<file path="config.mk">
export PLATFORM = sky130hd
export DESIGN_NAME = mem_access_unit
export DESIGN_NICKNAME = d
export VERILOG_FILES = /design/src/rtl/mem_access_unit_pkg.sv /design/src/rtl/mem_access_unit_pipeline.sv /design/src/rtl/mem_access_unit.sv
export SDC_FILE = /design/constraint.sdc
export NUM_CORES = 1
export LEC_CHECK = 0
export BUFFER_PORTS_ARGS = -buffer_cell sky130_fd_sc_hd__buf_2
export CAP_MARGIN = 20
export CORE_ASPECT_RATIO = 1.25
export CORE_UTILIZATION = 30
export DETAILED_ROUTE_END_ITERATION = 10
export GPL_TIMING_DRIVEN = 0
export SETUP_SLACK_MARGIN = 0.1
export SYNTH_ARGS = -nofsm -noshare
export SYNTH_HDL_FRONTEND = slang
export SYNTH_SLANG_ARGS = --single-unit
</file>
<file path="constraint.sdc">
create_clock -name clk -period 5.5 [get_ports clk]
set_input_delay 0.825 -clock clk [delete_from_list [all_inputs] [get_ports clk]]
set_output_delay 0.825 -clock clk [all_outputs]
set_load 0.02 [all_outputs]
</file>
<file path="src/rtl/mem_access_unit_pkg.sv">
// Shared types and constants for the memory access stage.
// Holds the FSM encoding, load/store opcode matches and the timeout limit.
package mem_access_unit_pkg;

  typedef enum logic [1:0] {
    IDLE,
    ACCESS,
    DONE
  } state_t;

  typedef struct packed {
    logic load;
    logic store;
  } ls_t;

  localparam logic [2:0] LD_OP_HI  = 3'b110;
  localparam logic [3:0] LD_OP_ALT = 4'b1000;
  localparam logic [2:0] ST_OP_HI  = 3'b111;
  localparam logic [3:0] ST_OP_ALT = 4'b1001;

  localparam logic [3:0] TIMEOUT_MAX = 4'd15;

endpackage

</file>
<file path="src/rtl/mem_access_unit_pipeline.sv">
// Opcode field decode for the memory access stage.
// Classifies a 7-bit opcode as load, store or neither.
import mem_access_unit_pkg::*;

module pipeline_unit (
  input  logic [6:0] opcode,
  output ls_t        ls
);

  always_comb begin
    ls.load  = (opcode[6:4] == LD_OP_HI)
            || (opcode[6:3] == LD_OP_ALT);
    ls.store = (opcode[6:4] == ST_OP_HI)
            || (opcode[6:3] == ST_OP_ALT);
  end

endmodule

</file>
<file path="src/rtl/mem_access_unit.sv">
// Memory access stage: captures an instruction, runs one data memory
// access per load/store with ack timeout, epoch squash and load capture.
import mem_access_unit_pkg::*;

module mem_access_unit (
  input  logic        clk,
  input  logic        rst,
  input  logic [31:0] instr_in,
  input  logic        branch_ref,
  input  logic        branch_in,
  input  logic        sel_stall,
  input  logic        mem_ack,
  input  logic [31:0] mem_rdata,
  output logic [31:0] instr_out,
  output logic        branch_value,
  output logic        valid_out,
  output logic        mem_req,
  output logic        mem_wr,
  output logic [31:0] ldr_data,
  output logic        stall_req,
  output logic        mem_err
);

  state_t     state;
  state_t     state_nxt;
  ls_t        dec;
  ls_t        cur;
  logic       busy;
  logic       hold;
  logic       cap_ok;
  logic       kill;
  logic       tmo;
  logic       abort;
  logic [3:0] cnt;

  pipeline_unit u_dec (
    .opcode (instr_in[6:0]),
    .ls     (dec)
  );

  // hold comes from state, not stall_req, to keep the loop out of comb
  assign busy   = (state == ACCESS);
  assign hold   = sel_stall | busy;
  assign cap_ok = !hold
               && (branch_in == branch_ref)
               && (dec.load || dec.store);

  assign valid_out = (branch_value == branch_ref) && !kill;

  assign tmo   = busy && !mem_ack
              && (cnt == TIMEOUT_MAX);
  assign abort = busy && !mem_ack && cur.load
              && (branch_value != branch_ref);

  always_comb begin
    state_nxt = state;
    mem_req   = 1'b0;
    mem_wr    = 1'b0;
    stall_req = 1'b0;
    unique case (state)
      IDLE, DONE: begin
        state_nxt = cap_ok ? ACCESS : IDLE;
      end
      ACCESS: begin
        mem_req   = 1'b1;
        mem_wr    = cur.store;
        stall_req = 1'b1;
        if (mem_ack)
          state_nxt = DONE;
        else if (tmo || abort)
          state_nxt = IDLE;
      end
      default: state_nxt = IDLE;
    endcase
  end

  always_ff @(posedge clk or posedge rst) begin
    if (rst) begin
      state        <= IDLE;
      instr_out    <= '0;
      branch_value <= 1'b0;
      cur          <= '0;
      kill         <= 1'b0;
      cnt          <= '0;
      ldr_data     <= '0;
      mem_err      <= 1'b0;
    end else begin
      state <= state_nxt;
      cnt   <= busy ? cnt + 4'd1 : 4'd0;
      if (!hold) begin
        instr_out    <= instr_in;
        branch_value <= branch_in;
        cur          <= dec;
        kill         <= 1'b0;
      end else if (tmo) begin
        kill <= 1'b1;
      end
      if (busy && mem_ack && cur.load)
        ldr_data <= mem_rdata;
      if (tmo)
        mem_err <= 1'b1;
    end
  end

endmodule
</file>
# After elaboration in Yosys (flattened, before gate mapping)
# Cells that the tools add are included.
# W data, S select, Z words.
# word_totals
regBits,75
latch_bits,0
ram_bits,0
romBits,0
input_bits,70
out_inout_bits,70
wordCells,50
memories,0
# op_classes
add_sub_neg,1
n_mul,0
div,0
order_cmp,0
n_eq_ne,12
shifts,0
n_mux,9
n_bitwise,1
reduce_logical,18
# ops
op,n
$eq A4 B4 Y1 const B,3
$logic_and A1 B1 Y1,9
$eq A3 B3 Y1 const B,2
$mux W1,5
$add A4 B1 Y4 const B,1
$logic_or A1 B1 Y1,4
$mux W2,2
$mux W4,1
$pmux W2 S2,1
$logic_not A1 Y1,3
$ne A3 B2 Y1 const B,1
$eq A1 B1 Y1,2
$eq A2 B1 Y1 const B,1
$eq A2 B2 Y1 const B,1
$logic_not A2 Y1,1
$ne A2 B1 Y1 const B,1
$reduce_or A2 Y1,1
$ne A1 B1 Y1,1
$or A1 B1 Y1,1

# Longest topological paths before layout
# depth
word_depth,8
mapped_depth,5
depth_no_buf,4

# Hierarchy
# A second synthesis with hierarchy kept.
# hier_totals
hier_cells,186
area_unflattened_um2,3041.7
# by_module_without_submodules
module,instances,cells_per_inst,area_each_um2,seq_area_each_um2
mem_access_unit,1,181,3012.9,1876.8
pipeline_unit,1,5,28.8,0.0

# Least setup slack after synthesis
# OpenSTA, ideal clock, no wires.
# synth_timing
kind,input port to output port
startpoint,in branch_ref
endpoint,out valid_out
arrival_ns,1.274
t_required_ns,4.675
slack_ns,3.401
cell_stages,2
path_buffers,0
path_cell_list,xor2_1 > nor2_1
# synth_between
elab_chain_len,2
# synth_rtl
element,line_no,source
"start, declared",mem_access_unit.sv:9,"input logic branch_ref,"
$eq A1 B1 Y1,mem_access_unit.sv:48,assign valid_out = (branch_value == branch_ref) && !kill;
$logic_and A1 B1 Y1,mem_access_unit.sv:48,
"end, declared",mem_access_unit.sv:16,"output logic valid_out,"
# No other way between the ends.

# Worst setup path after layout
# Ends and elaborated chain as after synthesis.

==> parameters.txt <==
Parameter                              Value

STA
  Worst rel slew slack    71.95%
  Minimum clock period    2.183 ns
  Clk_skew    0.009257 ns
  Highest achievable clock rate    roughly 0.46 GHz
  Setup total negative slack    0 ns
  Final setup margin    3.317 ns
  Count of final hold-check violations    0
  Share of the cycle needed by the critical path after routing    39.68%
  Slew @ Worst Pin    0.4101 ns
  Count of final setup violators    0
  Count of final max-slew check failures    0
  Setup repair after global routing missed its margin    no

Hold path
  Class of the worst hold path    reg2reg

Drt
  Iteration-0 DRC Markers    just over 40
  Wire length reported by the detailed router    6.311 mm
  Mean routed wirelength per cell    13.57 µm
  Post-detailed-route count of antenna-violating nets    0
  Number of vias after detailed routing    2040
  # DRC    0
  Via/cell ratio    around 4.4
  Router iterations before antenna repair    4

Layout
  Multi-input combinational cell area    1066 µm²
  Count of placed standard cells in the final layout, fillers left out    about 470
  Proportion of layout cells with a drive suffix above 1    68.73%
  Area growth from synthesis to layout    38.82%
  Final-stage net count    405
  Antenna fix cells    0
  Post-Route Utilization    43.45%
  Flip-flop and latch area    1877 µm²
  Number of filler instances in the final layout    a little over 900

Clock network
  Number of buffers on the longest clock path    2
  Number of buffers created by CTS    9
  Clock tree from TritonCTS    done
  H-tree Lvls    3
  Buffers inserted during post-CTS setup optimization    0
  Post-CTS sizing    0
  Hold buffer count at cts    0
  # clock sinks    75
  Clock root buffer    sky130_fd_sc_hd__clkbuf_16
  Clock-pin transition on the worst setup and hold timing paths    0.06 ns
  Insertion delay of the later-clocked pin in the worst-skew pair    around 0.33 ns

Placement
  Port buffer count    139
  Routability-driven placement congestion ratio    0.7069
  Pre-CTS setup slack    3.307 ns
  Number of placed instances with taps included    449
  Post-detailed-placement half-perimeter wirelength    4.760 mm

Critical path
  Worst Setup Start Kind    input port
  Cell breakdown of the critical path    buf_2 > xor2_1 > nor2_1 > buf_2
  Kind of capture point of the worst setup path    primary output
  CP max-delay cell    sky130_fd_sc_hd__xor2_1
  Buffers and inverters on the worst path    2
  Worst path top cell family by delay    buffers and inverters
  Type of the worst setup path    in2out
  Crit-path most repeated cell    sky130_fd_sc_hd__buf_2
  Data required, critical path    4.68 ns
  Data arrival at the endpoint of the critical path    1.36 ns
  Max incr delay on CP    0.17 ns
  Peak fanout along the critical path    2

Logic synthesis
  Parity-gate share of the synthesized area counting xor and xnor cells    between 1 and 1.5%
  Number of distinct standard cells referenced by the synthesized netlist    27
  Synthesized area    3039 µm²
  Avg Inst Size Synth    approximately 17 µm²
  Sequential share of the synthesized area    between 60% and 70%
  Yosys warning total    0
  Simple-gate share of the synthesized area    3.746%
  Post-synthesis async set-or-reset flop share    100.0%
  Total nets after synthesis    254
  Dominant combinational cell family by area after synthesis    multiplexers
  Complex-gate fraction of the synthesized area    2.347%
  Adder-cell share of the synthesized area    less than 1%
  Total of flip-flops plus latches after synthesis    75
  Multiplexer share of the synthesized area    27.42%
  Post-synth EDFFs    0
  Count of mapped cells out of synthesis    183
  Top FF cell, synth    sky130_fd_sc_hd__dfrtp_1

Floorplan
  Floorplan die height    ~110 µm
  I/O pin total    140
  Die footprint    ~11000 µm²
  Cell row count    40
  Horizontal die dimension    92.03 µm
  Initial cell density of the core    31.30%
  Core area    between 9000 and 10000 µm²

Flow run
  Max cap viols    0

Pwr
  Power density over the cells    approximately 430 nW/µm²
  Worst VDD drop    around 0.00016 V
  Total design power    1.803 mW
  Leakage power of the design    2.258 nW

Global routing
  Antenna violations before repair    0
  Largest net degree at the start of global routing    43
  Vias in the first global route    2064
  First-pass GRT wire length    roughly 10 mm
  All-layer global routing usage    12.53%
  Gr ovfl total    0

Run status
  Status    complete, no violations
-- cells in the final DEF, fill, tap and decap left out, types with 2 or more instances in the layout --
master	synthesis	routed
sky130_fd_sc_hd__nor2_1	6	6
sky130_fd_sc_hd__buf_4	2	2
sky130_fd_sc_hd__dfrtp_1	75	75
sky130_fd_sc_hd__inv_4	1	2
sky130_fd_sc_hd__mux2_4	30	30
sky130_fd_sc_hd__xor2_1	3	3
sky130_fd_sc_hd__a2111oi_0	2	2
sky130_fd_sc_hd__mux2_2	34	34
sky130_fd_sc_hd__and2_1	3	3
sky130_fd_sc_hd__o21ai_0	3	3
sky130_fd_sc_hd__clkinvlp_4	0	4
sky130_fd_sc_hd__buf_2	0	139
sky130_fd_sc_hd__clkbuf_16	0	9
sky130_fd_sc_hd__buf_6	6	6
sky130_fd_sc_hd__nand2b_1	2	2
-- report_power, final --
group          internal, mW  total (mW)  switching (mW)  leakage, nW
sequential            0.668       0.728          0.0599        0.944
clock                 0.362       0.582           0.220        0.137
combinational         0.234       0.493           0.259         1.18
total                  1.26        1.80           0.539         2.26
-- synth_stat cells (2+ instances only) --
cell,number,share of area [%]
sky130_fd_sc_hd__dfrtp_1,75,62
sky130_fd_sc_hd__mux2_2,34,13
sky130_fd_sc_hd__mux2_4,30,15
sky130_fd_sc_hd__buf_6,6,2.2
sky130_fd_sc_hd__nor2_1,6,0.74
sky130_fd_sc_hd__and2_1,3,0.62
sky130_fd_sc_hd__o21ai_0,3,0.49
sky130_fd_sc_hd__xor2_1,3,0.86
sky130_fd_sc_hd__a2111oi_0,2,0.58
sky130_fd_sc_hd__buf_4,2,0.49
sky130_fd_sc_hd__inv_1,2,0.25
sky130_fd_sc_hd__nand2b_1,2,0.41
-- final timing paths --
check                            from  slack, ns  cells past startpoint       endpoint
max in group asynchronous         rst       4.45                      3  instr_out[31]
min in group asynchronous         rst       0.50                      2    ldr_data[3]
min                            cnt[0]       0.46                      1         cnt[0]
max                        branch_ref       3.32                      4      valid_out
min reg2reg                    cnt[0]       0.46                      1         cnt[0]
max reg2reg                  state[1]       4.07                      5  instr_out[27]
-- routing by layer --
metal	share of wire, %	up-vias	global-route usage (%)
met5	0	-	0
met4	1.2	0	4.688
met3	6.7	6	5.378
met2	49	88	20.20
met1	43	1000	14.82
li1	-	946	-
-- flip-flops by register name, indices dropped and copies added, names as in the netlist --
signal / cells
instr_out: 32
ldr_data: 32
cnt: 4
cur: 2
state: 2
branch_value: 1
kill: 1
mem_err: 1
-- stage by stage --
stage                     hold slack [ns]  area (µm²)
final                              0.4566        4219
after CTS                          0.4642        4219
after global placement             0.4511        3892
after global routing               0.4842        4219
after floorplan                    0.4317        3039
after detailed placement           0.4535        3915
-- cell type report --
type / instances / area share [%]
well taps: 126 / 3.737
multi-input cells: 97 / 25.27
inverters: 3 / 0.3855
clock buffers: 10 / 5.664
clock inverters: 6 / 1.542
plain buffers: 8 / 1.957
repair buffers: 140 / 16.96
flip-flops and latches: 75 / 44.48
-- cell families after synthesis --
group,count (synthesis)
fa+ha+maj,1
compound gates,10
simple gates,18
buf+inv,11
flops,75
xor+xnor,4
mux,64
(Power assumes the default switching activity.)
